[src/rtl/vita_tx_ctx_arbiter_pkg.sv]
// Shared types and constants for the VITA TX context-packet arbiter.
// Holds the FSM encoding, fifo36 framing bit positions and control register fields.
package vita_tx_ctx_arbiter_pkg;

    typedef enum logic {
        IDLE   = 1'b0,
        STREAM = 1'b1
    } state_t;

    localparam int SOF_BIT   = 32;
    localparam int EOF_BIT   = 33;
    localparam int MAX_PORTS = 4;
    localparam int ENA_LSB   = 0;
    localparam int PRIO_LSB  = 8;

    function automatic logic [MAX_PORTS-1:0] port_mask(input int n);
        return MAX_PORTS'((1 << n) - 1);
    endfunction

endpackage

[src/rtl/vita_tx_ctx_arbiter_rr_pick_next.sv]
// Rotating priority encoder: first set request after 'last', wrapping.
// Purely combinational; 'last' itself is considered last.
module rr_pick_next
    import vita_tx_ctx_arbiter_pkg::*;
(
    input  logic [MAX_PORTS-1:0] req,
    input  logic [1:0]           last,
    output logic                 found,
    output logic [1:0]           next
);

    logic [1:0] idx;

    always_comb begin
        found = 1'b0;
        next  = '0;
        idx   = '0;
        for (int i = 1; i <= MAX_PORTS; i++) begin
            idx = last + 2'(i);
            if (!found && req[idx]) begin
                found = 1'b1;
                next  = idx;
            end
        end
    end

endmodule

[src/rtl/vita_tx_ctx_arbiter.sv]
// Packet-aware round-robin arbiter merging up to 4 fifo36 context streams.
// Define VITA_CTX_ARB_STATS_EN to add per-port saturating packet counters on debug.
module vita_tx_ctx_arbiter
    import vita_tx_ctx_arbiter_pkg::*;
#(
    parameter int BASE      = 0,
    parameter int NUM_PORTS = 2
) (
    input  logic                    clk,
    input  logic                    reset,
    input  logic                    clear,
    input  logic                    set_stb,
    input  logic [7:0]              set_addr,
    input  logic [31:0]             set_data,
    input  logic [36*NUM_PORTS-1:0] data_i,
    input  logic [NUM_PORTS-1:0]    src_rdy_i,
    output logic [NUM_PORTS-1:0]    dst_rdy_o,
    output logic [35:0]             data_o,
    output logic                    src_rdy_o,
    input  logic                    dst_rdy_i,
    output logic [1:0]              grant_o,
    output logic [31:0]             debug
);

    localparam logic [MAX_PORTS-1:0] VALID = port_mask(NUM_PORTS);
    localparam logic [1:0] LAST_INIT = 2'(NUM_PORTS - 1);

    state_t state, state_nxt;

    logic [1:0]           grant, last_grant, last_eff;
    logic [1:0]           pick, prio_next, all_next;
    logic [MAX_PORTS-1:0] enable, prio, src_vec;
    logic [MAX_PORTS-1:0] req_all, req_prio;
    logic                 prio_found, all_found, pick_found;
    logic                 clear_pend, pkt_clear, reg_wr;
    logic [35:0]          cur_data;
    logic                 cur_src, xfer_eof;
    logic                 unused_set;

    assign unused_set = ^{set_data[31:12], set_data[7:4]};

    assign src_vec  = MAX_PORTS'(src_rdy_i);
    assign req_all  = src_vec & enable & VALID;
    assign req_prio = req_all & prio;
    // A clear seen in IDLE already steers this cycle's pick.
    assign last_eff = clear ? LAST_INIT : last_grant;

    rr_pick_next u_pick_prio (
        .req   (req_prio),
        .last  (last_eff),
        .found (prio_found),
        .next  (prio_next)
    );

    rr_pick_next u_pick_all (
        .req   (req_all),
        .last  (last_eff),
        .found (all_found),
        .next  (all_next)
    );

    assign pick_found = prio_found | all_found;
    assign pick       = prio_found ? prio_next : all_next;

    always_comb begin
        cur_data = '0;
        cur_src  = 1'b0;
        for (int p = 0; p < NUM_PORTS; p++) begin
            if (grant == 2'(p)) begin
                cur_data = data_i[36*p +: 36];
                cur_src  = src_rdy_i[p];
            end
        end
    end

    assign xfer_eof  = (state == STREAM) && cur_src && dst_rdy_i
                     && cur_data[EOF_BIT];
    assign pkt_clear = clear_pend | clear;
    assign reg_wr    = set_stb && (set_addr == 8'(BASE));

    always_ff @(posedge clk) begin
        if (reset) state <= IDLE;
        else       state <= state_nxt;
    end

    always_comb begin
        state_nxt = state;
        unique case (state)
            IDLE:   if (pick_found) state_nxt = STREAM;
            STREAM: if (xfer_eof)   state_nxt = IDLE;
            default: state_nxt = IDLE;
        endcase
    end

    always_comb begin
        data_o    = '0;
        src_rdy_o = 1'b0;
        dst_rdy_o = '0;
        if (state == STREAM) begin
            data_o    = cur_data;
            src_rdy_o = cur_src;
            for (int p = 0; p < NUM_PORTS; p++) begin
                if (grant == 2'(p)) dst_rdy_o[p] = dst_rdy_i;
            end
        end
    end

    always_ff @(posedge clk) begin
        if (reset) begin
            grant      <= '0;
            last_grant <= LAST_INIT;
            enable     <= 4'hF;
            prio       <= '0;
            clear_pend <= 1'b0;
        end else begin
            if (reg_wr) begin
                enable <= set_data[ENA_LSB  +: MAX_PORTS];
                prio   <= set_data[PRIO_LSB +: MAX_PORTS];
            end
            if (state == IDLE) begin
                if (clear)      last_grant <= LAST_INIT;
                if (pick_found) grant      <= pick;
            end else if (xfer_eof) begin
                last_grant <= pkt_clear ? LAST_INIT : grant;
                clear_pend <= 1'b0;
            end else if (clear) begin
                clear_pend <= 1'b1;
            end
        end
    end

    assign grant_o = grant;

`ifdef VITA_CTX_ARB_STATS_EN
    logic [7:0] cnt [MAX_PORTS];
    logic       stat_clr;

    assign stat_clr = ((state == IDLE) && clear) || (xfer_eof && pkt_clear);

    always_ff @(posedge clk) begin
        if (reset || stat_clr) begin
            for (int p = 0; p < MAX_PORTS; p++) cnt[p] <= '0;
        end else if (xfer_eof && cnt[grant] != 8'hFF) begin
            cnt[grant] <= cnt[grant] + 8'd1;
        end
    end

    assign debug = {cnt[3], cnt[2], cnt[1], cnt[0]};
`else
    assign debug = {27'd0, clear_pend, state, grant, src_rdy_o};
`endif

endmodule

[config.mk]
export PLATFORM = sky130hd
export DESIGN_NAME = vita_tx_ctx_arbiter
export DESIGN_NICKNAME = d
export VERILOG_FILES = /design/src/rtl/vita_tx_ctx_arbiter_pkg.sv /design/src/rtl/vita_tx_ctx_arbiter_rr_pick_next.sv /design/src/rtl/vita_tx_ctx_arbiter.sv
export SDC_FILE = /design/constraint.sdc
export NUM_CORES = 1
export LEC_CHECK = 0
export BUFFER_PORTS_ARGS = -buffer_cell sky130_fd_sc_hd__buf_2
export CAP_MARGIN = 10
export CORE_ASPECT_RATIO = 0.6
export CORE_MARGIN = 2
export CORE_UTILIZATION = 33
export CTS_CLUSTER_SIZE = 24
export DETAILED_ROUTE_END_ITERATION = 10
export PLACE_DENSITY = 0.82
export SLEW_MARGIN = 20
export SYNTH_ARGS = -nofsm -noshare
export SYNTH_HDL_FRONTEND = slang
export SYNTH_HIERARCHICAL = 1
export SYNTH_SLANG_ARGS = --single-unit
[constraint.sdc]
create_clock -name clk -period 2.2 [get_ports clk]
set_clock_uncertainty 0.2 [all_clocks]
set_input_delay 0.55 -clock clk [delete_from_list [all_inputs] [get_ports clk]]
set_output_delay 0.55 -clock clk [all_outputs]
set_load 0.01 [all_outputs]
Yosys cells after proc, flatten, opt, wreduce, memory -nomap -nowiden
Cells that the tools add are included.
{ "totals": {"wordCells": 92, "input_bits": 119, "register_bits": 12} }
{ "op_classes": {"n_mux": 51, "n_addsub": 3, "bitwise_logic": 5, "n_eq_ne": 2, "magnitude_cmp": 4, "n_reduce_logical": 21} }
{ "op_table": {"columns": ["op", "count"], "rows": [
  ["$mux 36", 3],
  ["$mux 2", 14],
  ["$mux 1", 25],
  ["$bmux 1 s2", 8],
  ["$lt 2x3->1 const B", 4],
  ["$logic_and 1x1->1", 10],
  ["$logic_not 8->1", 1],
  ["$logic_not 1->1", 6],
  ["$add 2x2->2 const B", 2],
  ["$and 2x4->4", 1],
  ["$reduce_and 2->1", 2],
  ["$add 2x1->2 const B", 1],
  ["$and 2x2->2", 1],
  ["$eq 2x1->1 const B", 1],
  ["$logic_not 2->1", 1],
  ["$ne 2x1->1 const B", 1],
  ["$or 1x1->1", 2],
  ["$pmux 1 s2", 1],
  ["$reduce_bool 2->1", 1],
  ["$not 1->1", 1]
]} }

Longest topological paths before layout
Gate-level depths: netlist (run 1).
{ "depth": {"depth_word": 17, "ltp_mapped": 6, "mapped_depth_nobuf": 6} }

Hierarchy
The synthesis (run 1) kept the hierarchy.
{ "modules_own_cells": {"columns": ["module", "instances", "area_per_inst_um2", "cells_each", "seq_area_each_um2"], "rows": [
  ["vita_tx_ctx_arbiter", 1, 1370.1, 179, 200.2],
  ["rr_pick_next", 2, 91.3, 14, 0.0]
]} }

Least setup slack after synthesis (run 1)
OpenSTA, ideal clock, no wires.
{ "synth_timing": {"kind": "reg-to-output", "startpoint": "reg grant[0] (netlist: grant_o[0])", "endpoint": "out data_o[11]", "path_slack_ns": 0.192, "path_stages_with_launch": 6, "n_path_buf": 3, "t_arrival_ns": 1.258, "required_time_ns": 1.450, "cell_sequence": "dfxtp_1 buf_2 buf_2 buf_4 mux2i_1 nor2_1"} }
{ "synth_between": {"elab_chain_len": 4, "word_cells_on_any_way": 5, "cone_classes": "eq/ne (1); mux (3); reduce/logical (1)"} }
{ "synth_rtl": {"columns": ["item", "line_no", "source"], "rows": [
  ["start, declared", "vita_tx_ctx_arbiter.sv:30", "logic [1:0] grant, last_grant, last_eff;"],
  ["start signal, assigned", "vita_tx_ctx_arbiter.sv:122", "if (pick_found) grant <= pick;"],
  ["$logic_not 2->1", "vita_tx_ctx_arbiter.sv:69", "if (grant == 2'(p)) begin"],
  ["$mux 36", "vita_tx_ctx_arbiter.sv:69", null],
  ["$mux 36 *", "vita_tx_ctx_arbiter.sv:69", null],
  ["$mux 36 *", "vita_tx_ctx_arbiter.sv:99", "if (state == STREAM) begin"],
  ["end, declared", "vita_tx_ctx_arbiter.sv:18", "output logic [35:0] data_o,"]
]} }
Mark *: on every way between the ends. The rest lies on a longest branch, timed or not.

Worst setup path in the final report (run 1)
{ "layout_timing": {"startpoint": "reg grant[0] (netlist: grant_o[0])", "endpoint": "out data_o[33]"} }
Same word-level chain as after synthesis.

==> results of run 1 <==
## kinds of logic (layout without fill, tap and decap cells)
family	count (synthesis)	after routing	share of synthesized area [%]
buffers and inverters	46	151	19.7
AO/OA/AOI/OAI	24	24	12.9
multiplexers	43	43	27.7
flip-flops	10	10	12.9
AND/OR/NAND/NOR	83	83	26.6
other	1	41	0.242
## final timing paths
| path | start | endpoint | slack (ps) | cells past startpoint |
|---|---|---|---|---|
| worst max register to register | grant_o[0] | last_grant[1] | 330 | 5 |
| worst max-delay path | grant_o[0] | data_o[33] | 40 | 4 |
| worst min register to register | last_grant[1] | last_grant[1] | 280 | 2 |
| worst min-delay path | last_grant[1] | last_grant[1] | 280 | 2 |
## metal layers
layer / track usage, % / wire (um) / up-vias / share of wire (%)
met2: 29.5 / 2390 / 88 / 48
met4: 4.26 / 43 / 0 / 0.86
met5: 0 / 0 / - / 0
li1: - / - / 940 / -
met3: 2.91 / 465 / 6 / 9.3
met1: 22.3 / 2120 / 836 / 42
## final cells by class
class	instances	area, sq um	share of cell area [%]
multi-input cells	191	1210	52.4
flip-flops and latches	10	201	8.71
clock buffers	3	41.3	1.78
well taps	63	78.8	3.41
repair buffers	144	766	33.1
inverters	4	15.0	0.649
## state kept, by name, summed over array words and instances (netlist names)
signal      count
enable          2
clear_pend      1
last_grant      2
state           1
prio            2
grant_o         2
## power by group through the flow
stage | Clock [mW] | Sequential [mW] | Combinational [mW]
2_1_floorplan | 0 | 0.204 | 0.304
4_1_cts | 0.195 | 0.198 | 0.454
3_3_place_gp | 0 | 0.201 | 0.440
6_report | 0.187 | 0.199 | 0.460
5_1_grt | 0.206 | 0.200 | 0.502
3_5_place_dp | 0 | 0.202 | 0.452
## tightest hold or removal path, delay by kind of cell (launching register included)
family,cells,cell delay [ps]
DFF,1,310
and+or+nand+nor,1,60
muxes,1,60
## layout by cell type, fill, tap and decap left out, types with 2 or more instances in the layout
master	instances
buf_2	136
nor2_1	47
mux2i_1	42
conb_1	41
dfxtp_1	9
a21oi_1	8
nand2b_1	7
buf_4	6
nand4_1	4
o41ai_1	4
inv_1	4
nand2_1	3
clkbuf_8	3
and2_1	2
and3_1	2
nor2b_1	2
nor3_1	2
a211oi_1	2
nand3_1	2
buf_12	2
and2b_1	2
a21oi_2	2
o221ai_2	2
a31oi_1	2
## what timing repair did
item                       CTS  global route
gates resized for setup      0             3
buffers inserted             0             0
setup endpoints to repair    0            24
==> reports/metrics.yaml, run 1 <==
placement:
  placedCellCount: 412
  placed_area_sq_mm: 0.00226
  gp_congestion: 0.775
  place_ws_ps: 218
  dp_hpwl_mm: 4.22
  port_buffers: 136
yosys:
  yosysSeqAreaShare_pct: 12.9
  synth_top_flop_cell: "dfxtp_1"
  synth_area_leaders: "mux2i_1, buf_4, dfxtp_1"
  syn-instance-count: 207
  synth_area_leader_cell: "mux2i_1"
  synth.distinct_cells: 37
  yosys-top-cells-count: "nor2_1, mux2i_1, buf_4"
  avgSynthCellArea_sq_um: 7.50
  synth_enable_flop_cells: 0
  syn_area_sq_mm: 0.00155
  synth-seq-cells: 10
  synth.top_cell.area_share_pct: 27.7
  async_flop_share_pct: 0
  yosysWarnings: 6
  yosys.cell_count.top_type: "nor2_1"
global_route:
  overflow: 0
  grtUsageTotal_pct: 17.0
  grt_max_degree: 35
  grt_pass1_vias: 1626
  antenna_found_initial: 0
  grt_pass1_wl_mm: 7.38
die:
  rows: 19
  die_area_sq_mm: 0.00529
  fp.dieW_um: 92.6
  die_h_um: 57.1
  core_area_sq_mm: 0.00454
  io_pins: 192
  initial_core_util_pct: 34.2
timing:
  whs_ps: 281
  relSlewSlack_pct: 55.9
  setup_viol: 0
  hold_viol_final: 0
  fin_crit_sh_pct: 98.3
  rsz0062_at_grt: "false"
  worstMarginPinSlew_ps: 652
  slew_viol_final: 0
  fin_ws_ps: 38.3
  period_minus_slack_ps: 2160
  tns_ps: 0
  fmax_mhz: 463
setup_path:
  crit_required_ps: 1450
  worstSetupStartpointType: "flop"
  end_kind: "output pin"
  slowest_stage: "dfxtp_2"
  worst-path-buf-inv: 2
  cp_max_fo: 34
  critical_path_class: "reg2out"
  crit_path_max_incr_delay_ps: 390
  path_cells: "buf_12 > mux2i_2 > nor2_1 > buf_2"
  worst_ep_arrival_time_ps: 1410
  cp_top_family: "flip-flops"
run_status:
  outcome: "finished, final reports clean"
finish:
  postLayoutCoreUtil_pct: 51.0
  fin_nets: 473
  layout.cells.non_filler: 415
  syn_to_final_growth_pct: 49.0
  final_cell_area_sq_mm: 0.00231
  drive_gt1_share_pct: 45.2
  diodes: 0
  nFillCells: 444
cts:
  cts-buffers-inserted: 3
  clockRootBuffer: "clkbuf_8"
  h-tree-depth: 1
  cts_tree: "built"
  insertion_delay_ps: 230
  clkSlewWorstSetupHoldPaths_ps: 50
  cts_buffer_depth: 2
  postCtsHoldBufs: 0
  clkSinkCount: 10
routing:
  ant_nets: 0
  vias: 1870
  via_per_inst: 4.51
  drc: 0
  wl_per_cell_um: 12.1
  dr.pass1.iters: 4
  wirelength_mm: 5.01
  drt_iter0_drc: 34
pwr:
  p_per_area_mw_per_mm2: 366
  power_frac_seq_pct: 23.5
  leakage_nw: 1.29
  p_clk_share_pct: 22.1
  power.switching_uw: 319
  p_comb_share_pct: 54.3
  internal_power_uw: 528
  finalPower_uw: 847
  peakVddDrop_v: 0.000262
  switching_share_pct: 37.7
run:
  drv_cap: 0
worst_hold_path:
  hp-class: "reg2reg"
(Power assumes the default switching activity.)
==> run 2, diff against run 1 <==
--- a/config.mk
+++ b/config.mk
@@ -13,6 +13,7 @@
 export CTS_CLUSTER_SIZE = 24
 export DETAILED_ROUTE_END_ITERATION = 10
 export PLACE_DENSITY = 0.82
+export REMOVE_ABC_BUFFERS = 1
 export SLEW_MARGIN = 20
 export SYNTH_ARGS = -nofsm -noshare
 export SYNTH_HDL_FRONTEND = slang
==> run 2 against run 1 <==
Effect of this change:
- global-route usage increased by 0.23 points
- count of clock-buffer cells in the layout increased by 1
- hold slack got worse by 9.0 ps
- worst setup slack improved by 48 ps
- die area unchanged
- critical path type unchanged
- largest power group unchanged
- highest routed layer unchanged
==> reports/metrics.yaml, run 2 (synthesis gave the netlist of run 1 again) <==
run_status:
  outcome: "finished, final reports clean"
pwr:
  p_per_area_mw_per_mm2: 381
  p_clk_share_pct: 25.6
  finalPower_uw: 889
  power.switching_uw: 322
  internal_power_uw: 567
  peakVddDrop_v: 0.000540
  power_frac_seq_pct: 22.7
  p_comb_share_pct: 51.7
  switching_share_pct: 36.2
  leakage_nw: 1.30
finish:
  final_common_cell: "buf_2"
  postLayoutCoreUtil_pct: 51.4
  nFillCells: 445
  final_cell_mix: "buf_2, nor2_1, mux2i_1"
  syn_to_final_growth_pct: 50.3
  fin_nets: 473
  drive_gt1_share_pct: 44.8
  final_cell_area_sq_mm: 0.00233
  diodes: 0
placement:
  placed_area_sq_mm: 0.00225
  dp_hpwl_mm: 4.23
  port_buffers: 136
  gp_congestion: 0.769
timing:
  whs_ps: 272
  worstMarginPinSlew_ps: 588
  slew_viol_final: 0
  hold_viol_final: 0
  setup_viol: 0
  fmax_mhz: 473
  rsz0062_at_grt: "false"
  tns_ps: 0
  fin_crit_sh_pct: 96.1
  period_minus_slack_ps: 2110
  relSlewSlack_pct: 60.2
cts:
  h-tree-depth: 1
  clockRootBuffer: "clkbuf_8"
  cts_buffer_depth: 2
  post-cts-setup-buffer-count: 0
  clkSinkCount: 10
  cts_tree: "built"
  clkSlewWorstSetupHoldPaths_ps: 50
  cts-buffers-inserted: 3
  insertion_delay_ps: 240
routing:
  wl_per_cell_um: 12.4
  drc: 0
  via_per_inst: 4.44
  dr.pass1.iters: 4
  ant_nets: 0
  drt_iter0_drc: 42
  wirelength_mm: 5.14
  vias: 1849
setup_path:
  crit_path_max_incr_delay_ps: 320
  critical_path_class: "reg2out"
  slowest_stage: "nand2b_2"
  timing.rr.start: "grant_o[0]"
  reg2reg_to: "last_grant[0]"
  cp_top_family: "simple AND/OR/NAND/NOR gates"
  path_cells: "nand2b_2 > buf_12 > nor2_1 > buf_2"
  end_kind: "output pin"
  cp_max_fo: 28
  worst_ep_arrival_time_ps: 1360
  r2r_cells: 4
  reg2reg_slack_ps: 540
  worstSetupStartpointType: "flop"
  worst-path-buf-inv: 2
  crit_required_ps: 1450
global_route:
  grtUsageTotal_pct: 17.2
  grt_max_degree: 31
  grt_pass1_vias: 1558
  grt_pass1_wl_mm: 7.42
  overflow: 0
  antenna_found_initial: 0
die:
  io_pins: 192
  core_area_sq_mm: 0.00454
  die_h_um: 57.1
  initial_core_util_pct: 34.2
  die_area_sq_mm: 0.00529
  fp.dieW_um: 92.6
  rows: 19
worst_hold_path:
  min_to: "prio[0]"
  hold_path_depth: 2
  hp-start: "prio[0]"
  hp-class: "reg2reg"
run:
  drv_cap: 0
-- run 2: layer usage --
layer  global-route usage [%]  share of wire [%]  vias to the layer above
li1                         -                  -                      939
met1                     22.6                 43                      834
met2                     31.2                 50                       74
met3                     3.17                7.5                        2
met4                     1.28              0.097                        0
met5                        0                  0                        -
-- run 2: worst reg2reg max path: stages, from the launching register on --
cell and delay (ps):
dfxtp_4 430, mux2i_1 120, buf_4 160, o41ai_4 440, mux2i_1 230
-- run 2: repair_timing --
| action | CTS | global route |
|---|---|---|
| endpoints found under the setup margin | 0 | 1 |
| hold buffers | 0 | 0 |
| resized for setup | 0 | 1 |
-- run 2: final cells by class --
cell class	count	area [sq um]	area share, %
Clock buffer	4	55.1	2.36
Multi-Input combinational cell	191	1200	51.3
Inverter	4	15.0	0.643
Timing Repair Buffer	144	783	33.6
Sequential cell	10	204	8.74
Tap cell	63	78.8	3.38
-- run 2: how the worst max path moves through the flow --
stage	startpoint	end	depth (start not counted)
global placement	set_addr[4]	prio[1]	4
detailed placement	set_addr[4]	enable[1]	4
floorplan	grant_o[0]	debug[0]	2
CTS	grant_o[0]	data_o[3]	4
finish	grant_o[1]	data_o[30]	4
global route	grant_o[1]	data_o[30]	4
-- run 2: per-stage QoR --
step,std cells,setup slack [ps]
3_5_place_dp,411,186
2_1_floorplan,205,-953
3_3_place_gp,411,236
6_report,416,86.8
5_1_grt,416,14.9
4_1_cts,415,39.4
-- run 2: power by group through the flow --
stage | clock, mW | sequential [mW] | combinational [mW]
finish | 0.228 | 0.202 | 0.460
global route | 0.244 | 0.203 | 0.502
CTS | 0.232 | 0.200 | 0.448
detailed placement | 0 | 0.204 | 0.446
global placement | 0 | 0.203 | 0.438
floorplan | 0 | 0.234 | 0.220
